===== config.mk =====
export PLATFORM = sky130hd
export DESIGN_NAME = mem_port_arbiter
export DESIGN_NICKNAME = d
export VERILOG_FILES = /design/src/rtl/mem_port_arbiter.sv
export SDC_FILE = /design/constraint.sdc
export NUM_CORES = 1
export LEC_CHECK = 0
export BUFFER_PORTS_ARGS = -buffer_cell sky130_fd_sc_hd__buf_2
export CAP_MARGIN = 20
export CORE_ASPECT_RATIO = 0.5
export CORE_MARGIN = 3
export CORE_UTILIZATION = 30
export CTS_BUF_LIST = sky130_fd_sc_hd__clkbuf_2
export DETAILED_ROUTE_END_ITERATION = 10
export HOLD_SLACK_MARGIN = 0.05
export PLACE_DENSITY = 0.65
export RECOVER_POWER = 25
export SLEW_MARGIN = 25
export SYNTH_ARGS = -nofsm -noshare
export SYNTH_HDL_FRONTEND = slang
export SYNTH_SLANG_ARGS = --single-unit
export TNS_END_PERCENT = 20

===== constraint.sdc =====
create_clock -name aclk -period 2.6 [get_ports aclk]
set_clock_uncertainty 0.1 [all_clocks]
set_input_delay 0.52 -clock aclk [delete_from_list [all_inputs] [get_ports aclk]]
set_output_delay 0.52 -clock aclk [all_outputs]
set_load 0.05 [all_outputs]

===== src/rtl/mem_port_arbiter.sv =====
// Two-port to one-port memory arbiter with bounded-hold fairness.
// Each port keeps its last read word stable until that port's next read returns.

module mem_port_arbiter_rdret (
    input  logic        aclk,
    input  logic        aresetn,
    input  logic        rd_acc,
    input  logic [31:0] m_do,
    output logic [31:0] s_do
);
    logic        rd_ret;
    logic [31:0] do_latch;

    always_ff @(posedge aclk or negedge aresetn) begin
        if (!aresetn) begin
            rd_ret   <= 1'b0;
            do_latch <= '0;
        end else begin
            rd_ret <= rd_acc;
            if (rd_ret)
                do_latch <= m_do;
        end
    end

    // Forward the returning word in its own cycle, then hold it from the latch.
    assign s_do = rd_ret ? m_do : do_latch;
endmodule

module mem_port_arbiter #(
    parameter int HOLD_MAX = 4
) (
    input  logic        aclk,
    input  logic        aresetn,
    input  logic        s0_cs,
    input  logic        s0_we,
    input  logic [31:0] s0_addr,
    input  logic [3:0]  s0_byte,
    input  logic [31:0] s0_di,
    output logic [31:0] s0_do,
    output logic        s0_busy,
    input  logic        s1_cs,
    input  logic        s1_we,
    input  logic [31:0] s1_addr,
    input  logic [3:0]  s1_byte,
    input  logic [31:0] s1_di,
    output logic [31:0] s1_do,
    output logic        s1_busy,
    output logic        m_cs,
    output logic        m_we,
    output logic [31:0] m_addr,
    output logic [3:0]  m_byte,
    output logic [31:0] m_di,
    input  logic [31:0] m_do,
    input  logic        m_busy
);
    localparam logic [3:0] HOLD_LIM = 4'(HOLD_MAX);

    logic [1:0]       cs, we, gnt, acc, rd_acc;
    logic [1:0][31:0] addr, di, s_do;
    logic [1:0][3:0]  byte_en;
    logic             owner;
    logic [3:0]       hold_cnt;
    logic             keep_owner;
    logic             sel;

    assign cs      = {s1_cs, s0_cs};
    assign we      = {s1_we, s0_we};
    assign addr    = {s1_addr, s0_addr};
    assign byte_en = {s1_byte, s0_byte};
    assign di      = {s1_di, s0_di};

    // hold_cnt==0 only before the first acceptance: the reset owner (port 1)
    // then yields the first tie so port 0 wins it.
    assign keep_owner = (hold_cnt != 4'd0) && (hold_cnt < HOLD_LIM);

    always_comb begin
        gnt = 2'b00;
        case (cs)
            2'b01:   gnt = 2'b01;
            2'b10:   gnt = 2'b10;
            2'b11: begin
                if (keep_owner) gnt = owner ? 2'b10 : 2'b01;
                else            gnt = owner ? 2'b01 : 2'b10;
            end
            default: gnt = 2'b00;
        endcase
    end

    assign sel    = gnt[1];
    assign acc    = gnt & {2{~m_busy}};
    assign rd_acc = acc & ~we;

    assign m_cs   = |cs;
    assign m_we   = we[sel];
    assign m_addr = addr[sel];
    assign m_byte = byte_en[sel];
    assign m_di   = di[sel];

    assign s0_busy = cs[0] & (m_busy | ~gnt[0]);
    assign s1_busy = cs[1] & (m_busy | ~gnt[1]);

    always_ff @(posedge aclk or negedge aresetn) begin
        if (!aresetn) begin
            owner    <= 1'b1;
            hold_cnt <= 4'd0;
        end else if (|acc) begin
            if (acc[owner]) begin
                if (hold_cnt != 4'hF)
                    hold_cnt <= hold_cnt + 4'd1;
            end else begin
                owner    <= acc[1];
                hold_cnt <= 4'd1;
            end
        end
    end

    for (genvar n = 0; n < 2; n++) begin : g_port
        mem_port_arbiter_rdret u_rdret (
            .aclk    (aclk),
            .aresetn (aresetn),
            .rd_acc  (rd_acc[n]),
            .m_do    (m_do),
            .s_do    (s_do[n])
        );
    end

    assign s0_do = s_do[0];
    assign s1_do = s_do[1];
endmodule


==> out/summary.txt, run 1 <==
TritonCTS clock tree -> built
Critical Path End Type -> output pin
Syn nets -> 436
Worst path slowest cell -> dfrtp_1
Share of cells above drive strength 1 -> 79.80%
Post-DP HPWL -> 10500 um
Worst Setup Start Kind -> register
Final wirelength -> 14180 um
DRC -> 0
Layout area overhead -> 79.16%
DR WL/cell -> 18.71 um
CP most frequent cell -> buf_6
LEAKAGE -> 3.444 nW
Antenna cells -> 0
Yosys cell types -> 33
Failing checks -> negative setup slack
Cells after DPL -> 723
Final setup violation count -> 103
Syn Area/Cell -> 14.19 um^2
Reg power frac -> 22.9%
Synth top area share -> 47.67%
Highest-count cells in the layout ignoring fill and taps -> 238 x buf_2, 70 x dfrtp_1, 62 x mux2_4
Worst-path clk slew -> 0.20 ns
Multi-input logic area -> 2016 um^2
Seq/Total Area, Yosys -> 48.38%
Arrival time worst endpoint -> 2.38 ns
Crit-path leading delay family -> buffers and inverters
Num ports -> 311
# clock sinks -> 71
Number of cell rows -> 27
FILL cells -> 941
Initial antenna violation count -> 0
Largest net degree at the start of global routing -> 48
R2r setup slk -> 0.76 ns
Combinational share of power -> 69.9%
CTS buffer count -> 9
Hold path cells -> 2
Final hold slack -> 0.1451 ns
Hold WC Path Type -> input pin to register
Max Cap Viol -> 0
Post-Place Setup Slack -> -0.03307 ns
Initial Utilization -> 32.09%
# H-tree levels -> 3
Crit-path cells -> inv_2, ha_4, nor3_4, xnor2_2, o21ai_4, buf_6, buf_16, mux2_1, buf_6
Sw Ratio -> 52.15%
Final core occ -> 57.49%
DR vias/cell -> 4.623
Crit-path max FO -> 14
First-pass GRT wire length -> 20180 um
Fmax -> 0.3338 GHz
Data required time of the worst path -> 1.98 ns
Final worst-path cycle share -> 115.2%
Crit-path max cell delay -> 0.40 ns
Power density cells -> 1086 nW/um^2
Die Area -> 13690 um^2
Power, Total -> 7.151 mW
DR vias -> 3504
Minimum clock period -> 2.996 ns
Worst reg2reg path depth -> 9
Ys Warns -> 0
Worst slew margin -> 13.21%
Routed Antenna Nets -> 0
Synth Cell Area -> 3675 um^2
Slew @ Worst Pin -> 1.302 ns
Core region area -> 11450 um^2
Port bufs -> 310
Chip Width -> 162.5 um
Root buffer selected by CTS -> clkbuf_2
Ranking of synthesized cells by area -> dfrtp_1 48%, mux2_2 24%, mux2_1 17%
Most common cell after layout, fill and taps aside -> buf_2
Fin area -> 6584 um^2
RSZ-0062 raised after global routing -> yes
Max VDD drop -> 784.6 uV
Synth Instances -> 259
Setup ws final -> -0.3956 ns
Final non-filler cell total -> 758
Setup TNS -> -34.34 ns
Levels on crit path -> 9
Sequential Area -> 1778 um^2
Starting DRT DRC Count -> 100
Clock power share -> 7.2%
Pint -> 3.422 mW
Final hold vios -> 0
Worst-Skew Late Latency -> 0.50 ns
Clock tree buffer depth -> 2
Number of global-route vias before repair -> 3725
NetSw -> 3.730 mW
Die Y -> 84.26 um
RePlAce Congestion -> 0.9518
1st-pass router iterations -> 4
Remaining global-route overflow -> 0
Crit path kind -> register to output pin
#FFs+latches synth -> 71
Status -> complete, but fails checks
GRT Util Overall -> 18.68%
Slew Viols, Final -> 0
Fin nets -> 771
Largest area contributor in the synthesized netlist -> dfrtp_1
Placed inst area -> 5420 um^2
Buf+Inv Stages, Crit Path -> 4
cell usage after synthesis (all sizes together):
library cell / instances
mux2: 133
dfrtp: 70
buf: 15
inv: 4
nand2: 4
nor3: 3
o21ai: 3
a21oi: 2
clkbuf: 2
ha: 2
nand3: 2
nand3b: 2
nor2: 2
o31ai: 2
a21o: 1
a22o: 1
a32o: 1
a41o: 1
and2: 1
and3b: 1
dfstp: 1
mux2i: 1
nor3b: 1
o21a: 1
o21bai: 1
or2: 1
xnor2: 1
power by group through the flow:
stage | registers [mW] | clock network (mW) | logic [mW]
detailed placement | 1.67 | 0 | 4.17
global route | 1.68 | 0.596 | 5.19
CTS | 1.64 | 0.547 | 4.67
floorplan | 1.63 | 0 | 3.33
global placement | 1.65 | 0 | 4.16
finish | 1.64 | 0.515 | 5.00
state kept, by name, summed over array words and instances, names as in the netlist:
name	count
hold_cnt	4
g_port.u_rdret.rd_ret	2
owner	1
g_port.u_rdret.do_latch	64
metal layers:
metal | up-vias | global-route usage (%) | part of all wire, % | wire length [um]
met5 | - | 0 | 0 | 0
met4 | 0 | 5.960 | 1.6 | 220
met3 | 18 | 5.224 | 6.1 | 859
met2 | 132 | 34.53 | 54 | 7664
met1 | 1747 | 20.88 | 38 | 5438
li1 | 1607 | - | - | -
area by class of cell:
class                      count  share of cell area, %
clock buffer                  10                 0.7602
tap                          159                  3.022
inverter                       4                 0.2281
timing repair buffer         341                  37.80
multi-input combinational    167                  30.62
sequential                    71                  27.01
clock inverter                 6                 0.5701
repair_timing:
| item | CTS | global route |
|---|---|---|
| setup buffers | 5 | 3 |
| cloned | 4 | 4 |
| pin swaps | 2 | 4 |
| hold buffers | 3 | 1 |
| hold endpoints to repair | 26 | 1 |
| resized for setup | 149 | 118 |
| endpoints found under the setup margin | 71 | 71 |
final timing paths:
| check | end | start |
|---|---|---|
| worst max-delay path | m_addr[14] | hold_cnt[0] |
| worst min-delay path | g_port[1].u_rdret.do_latch[8] | m_do[8] |
| worst max register to register | g_port[0].u_rdret.rd_ret | hold_cnt[0] |
| worst min register to register | g_port[1].u_rdret.do_latch[8] | g_port[1].u_rdret.do_latch[8] |
| max in group asynchronous | g_port[0].u_rdret.do_latch[16] | aresetn |
| min in group asynchronous | g_port[1].u_rdret.do_latch[21] | aresetn |
cell families after synthesis:
logic type	count (synthesis)	synth area share, %
buf+inv	21	4.324
mux	134	41.03
compound gates	13	2.588
flops	71	48.38
fa+ha+maj	2	0.6809
simple gates	17	2.758
xor+xnor	1	0.2384
(Power assumes the default switching activity.)
==> run 2, diff against run 1 <==
==> constraint.sdc (replaced) <==
create_clock -name aclk -period 3.6 [get_ports aclk]
set_clock_uncertainty 0.1 [all_clocks]
set_input_delay 0.18 -clock aclk [delete_from_list [all_inputs] [get_ports aclk]]
set_output_delay 0.18 -clock aclk [all_outputs]
set_load 0.05 [all_outputs]
==> out/summary.txt, run 2 (synthesis gave the netlist of run 1 again) <==
Minimum clock period -> 3.111 ns
RePlAce Congestion -> 0.8377 (-12%)
Biggest register -> g_port.u_rdret.do_latch
Status -> complete, but fails checks
Initial Utilization -> 32.09% (unchanged)
Initial antenna violation count -> 0 (unchanged)
Setup bufs post-CTS -> 0 (-5)
Worst reg2reg path depth -> 7 (-2)
Starting DRT DRC Count -> 155 (+55%)
Number of global-route vias before repair -> 3596 (-3.5%)
Layout area overhead -> 58.87%
Data required time of the worst path -> 3.32 ns (+1.34 ns)
Placed inst area -> 5354 um^2 (-1.2%)
Fin area -> 5838 um^2 (-11%)
Number of cell rows -> 27 (unchanged)
Fin nets -> 786 (+1.9%)
Slew Viols, Final -> 37 (+37)
First-pass GRT wire length -> 19810 um (-1.8%)
Slew @ Worst Pin -> 1.867 ns (+0.5648 ns)
Hold path startpoint -> s0_cs
Final hold vios -> 0 (unchanged)
Critical Path End Type -> output pin
Worst Setup Start Kind -> register
GRT Util Overall -> 18.40% (-0.28 points)
Die Area -> 13690 um^2 (unchanged)
1st-pass router iterations -> 4 (unchanged)
Max Cap Viol -> 1 (+1)
Die Y -> 84.26 um (unchanged)
Routed Antenna Nets -> 0 (unchanged)
Share of cells above drive strength 1 -> 66.94% (-13 points)
Num ports -> 311 (unchanged)
Port bufs -> 310 (unchanged)
Remaining global-route overflow -> 0 (unchanged)
RR Endpoint -> g_port[0].u_rdret.rd_ret
DR vias -> 3438 (-1.9%)
Most common cell after layout, fill and taps aside -> buf_2
Antenna cells -> 0 (unchanged)
Core region area -> 11450 um^2 (unchanged)
Max VDD drop -> 484.0 uV (-38%)
DR vias/cell -> 4.448 (-3.8%)
LEAKAGE -> 2.967 nW (-14%)
Reg-to-reg startpoint -> hold_cnt[0]
Worst-path clk slew -> 0.17 ns (-0.03 ns)
Arrival time worst endpoint -> 2.83 ns (+0.45 ns)
Worst-Skew Late Latency -> 0.49 ns (about the same)
Chip Width -> 162.5 um (unchanged)
Setup TNS -> 0 ns (+34.34 ns)
Post-DP HPWL -> 10540 um (+0.38%)
Power, Total -> 4.614 mW (-35%)
DR WL/cell -> 16.99 um (-9.2%)
Hold path cells -> 3 (+1)
DRC -> 0 (unchanged)
Clock tree buffer depth -> 2 (unchanged)
Highest-count cells in the layout ignoring fill and taps -> 308 x buf_2, 78 x mux2_2, 70 x dfrtp_1
Crit-path max FO -> 40 (+26)
CTS buffer count -> 9 (unchanged)
Hold WC Path Type -> input pin to register
Crit path kind -> register to output pin
Root buffer selected by CTS -> clkbuf_2
# clock sinks -> 71 (unchanged)
Largest net degree at the start of global routing -> 41 (-15%)
TritonCTS clock tree -> built
Final wirelength -> 13140 um (-7.4%)
Hold Path Sink -> hold_cnt[0]
Final setup violation count -> 0 (-100%)
R2r setup slk -> 1.23 ns (+0.47 ns)
Failing checks -> max-capacitance violations, max-slew violations
Max reg flops -> 64 (unchanged)
Worst slew margin -> -24.44% (-38 points)
Top Registers -> g_port.u_rdret.do_latch: 64 flops, hold_cnt: 4 flops, g_port.u_rdret.rd_ret: 2 flops
# H-tree levels -> 3 (unchanged)
Power density cells -> 790.3 nW/um^2 (-27%)
Fmax -> 0.3214 GHz
Final worst-path cycle share -> 86.43%
RSZ-0062 raised after global routing -> no
## run 2: metrics by stage
step                setup WS (ns)  hold slack (ns)  utilization (%)  std cells
floorplan                   1.231          -0.2156                -        259
global placement            1.075           0.2042            46.75        718
detailed placement          1.040           0.2117            46.75        718
CTS                        0.3889          0.07397            51.07        773
global route               0.1734          0.08131            50.98        773
finish                     0.4885           0.1742            50.98        773
## run 2: area by class of cell
type / instances / area, um^2
clock buffer: 11 / 55.05
clock inverter: 5 / 48.80
fill: 1052 / 5614
inverter: 4 / 15.01
multi-input combinational: 167 / 1745
sequential: 71 / 1778
tap: 159 / 198.9
timing repair buffer: 356 / 1997
## run 2: critical path, cell delays in order, from the launching register on
cell and delay [ns]:
dfrtp_1 0.41, inv_1 0.08, ha_1 0.23, nor3_2 0.18, xnor2_1 0.12, o21ai_4 0.40
buf_12 0.29, mux2_1 0.37, buf_2 0.23
## run 2: worst max path at each step
| stage | slack [ns] | endpoint | startpoint | depth (start not counted) |
|---|---|---|---|---|
| 3_5_place_dp | 1.04 | m_di[16] | hold_cnt[0] | 8 |
| 6_report | 0.49 | m_di[25] | hold_cnt[0] | 8 |
| 2_1_floorplan | 1.23 | s0_busy | hold_cnt[0] | 8 |
| 4_1_cts | 0.39 | m_di[16] | hold_cnt[0] | 8 |
| 5_1_grt | 0.17 | m_di[16] | hold_cnt[0] | 8 |
| 3_3_place_gp | 1.08 | m_di[25] | hold_cnt[0] | 8 |
## run 2: what timing repair did
action                                 in CTS  in global routing
endpoints found under the hold margin     101                  0
gates resized for setup                     0                  0
hold buffers                               39                  0
## run 2: where the power goes
group / internal, mW / switching (mW)
clock: 0.161 / 0.262
combinational: 0.816 / 2.18
sequential: 1.10 / 0.0908
## run 2: per-layer routing
metal | up-vias | wire length, um | share of wire [%] | global-route usage (%)
li1 | 1631 | - | - | -
met1 | 1672 | 5701 | 43 | 24.07
met2 | 119 | 6375 | 49 | 30.10
met3 | 16 | 879 | 6.7 | 5.224
met4 | 0 | 181 | 1.4 | 4.876
met5 | - | 0 | 0 | 0
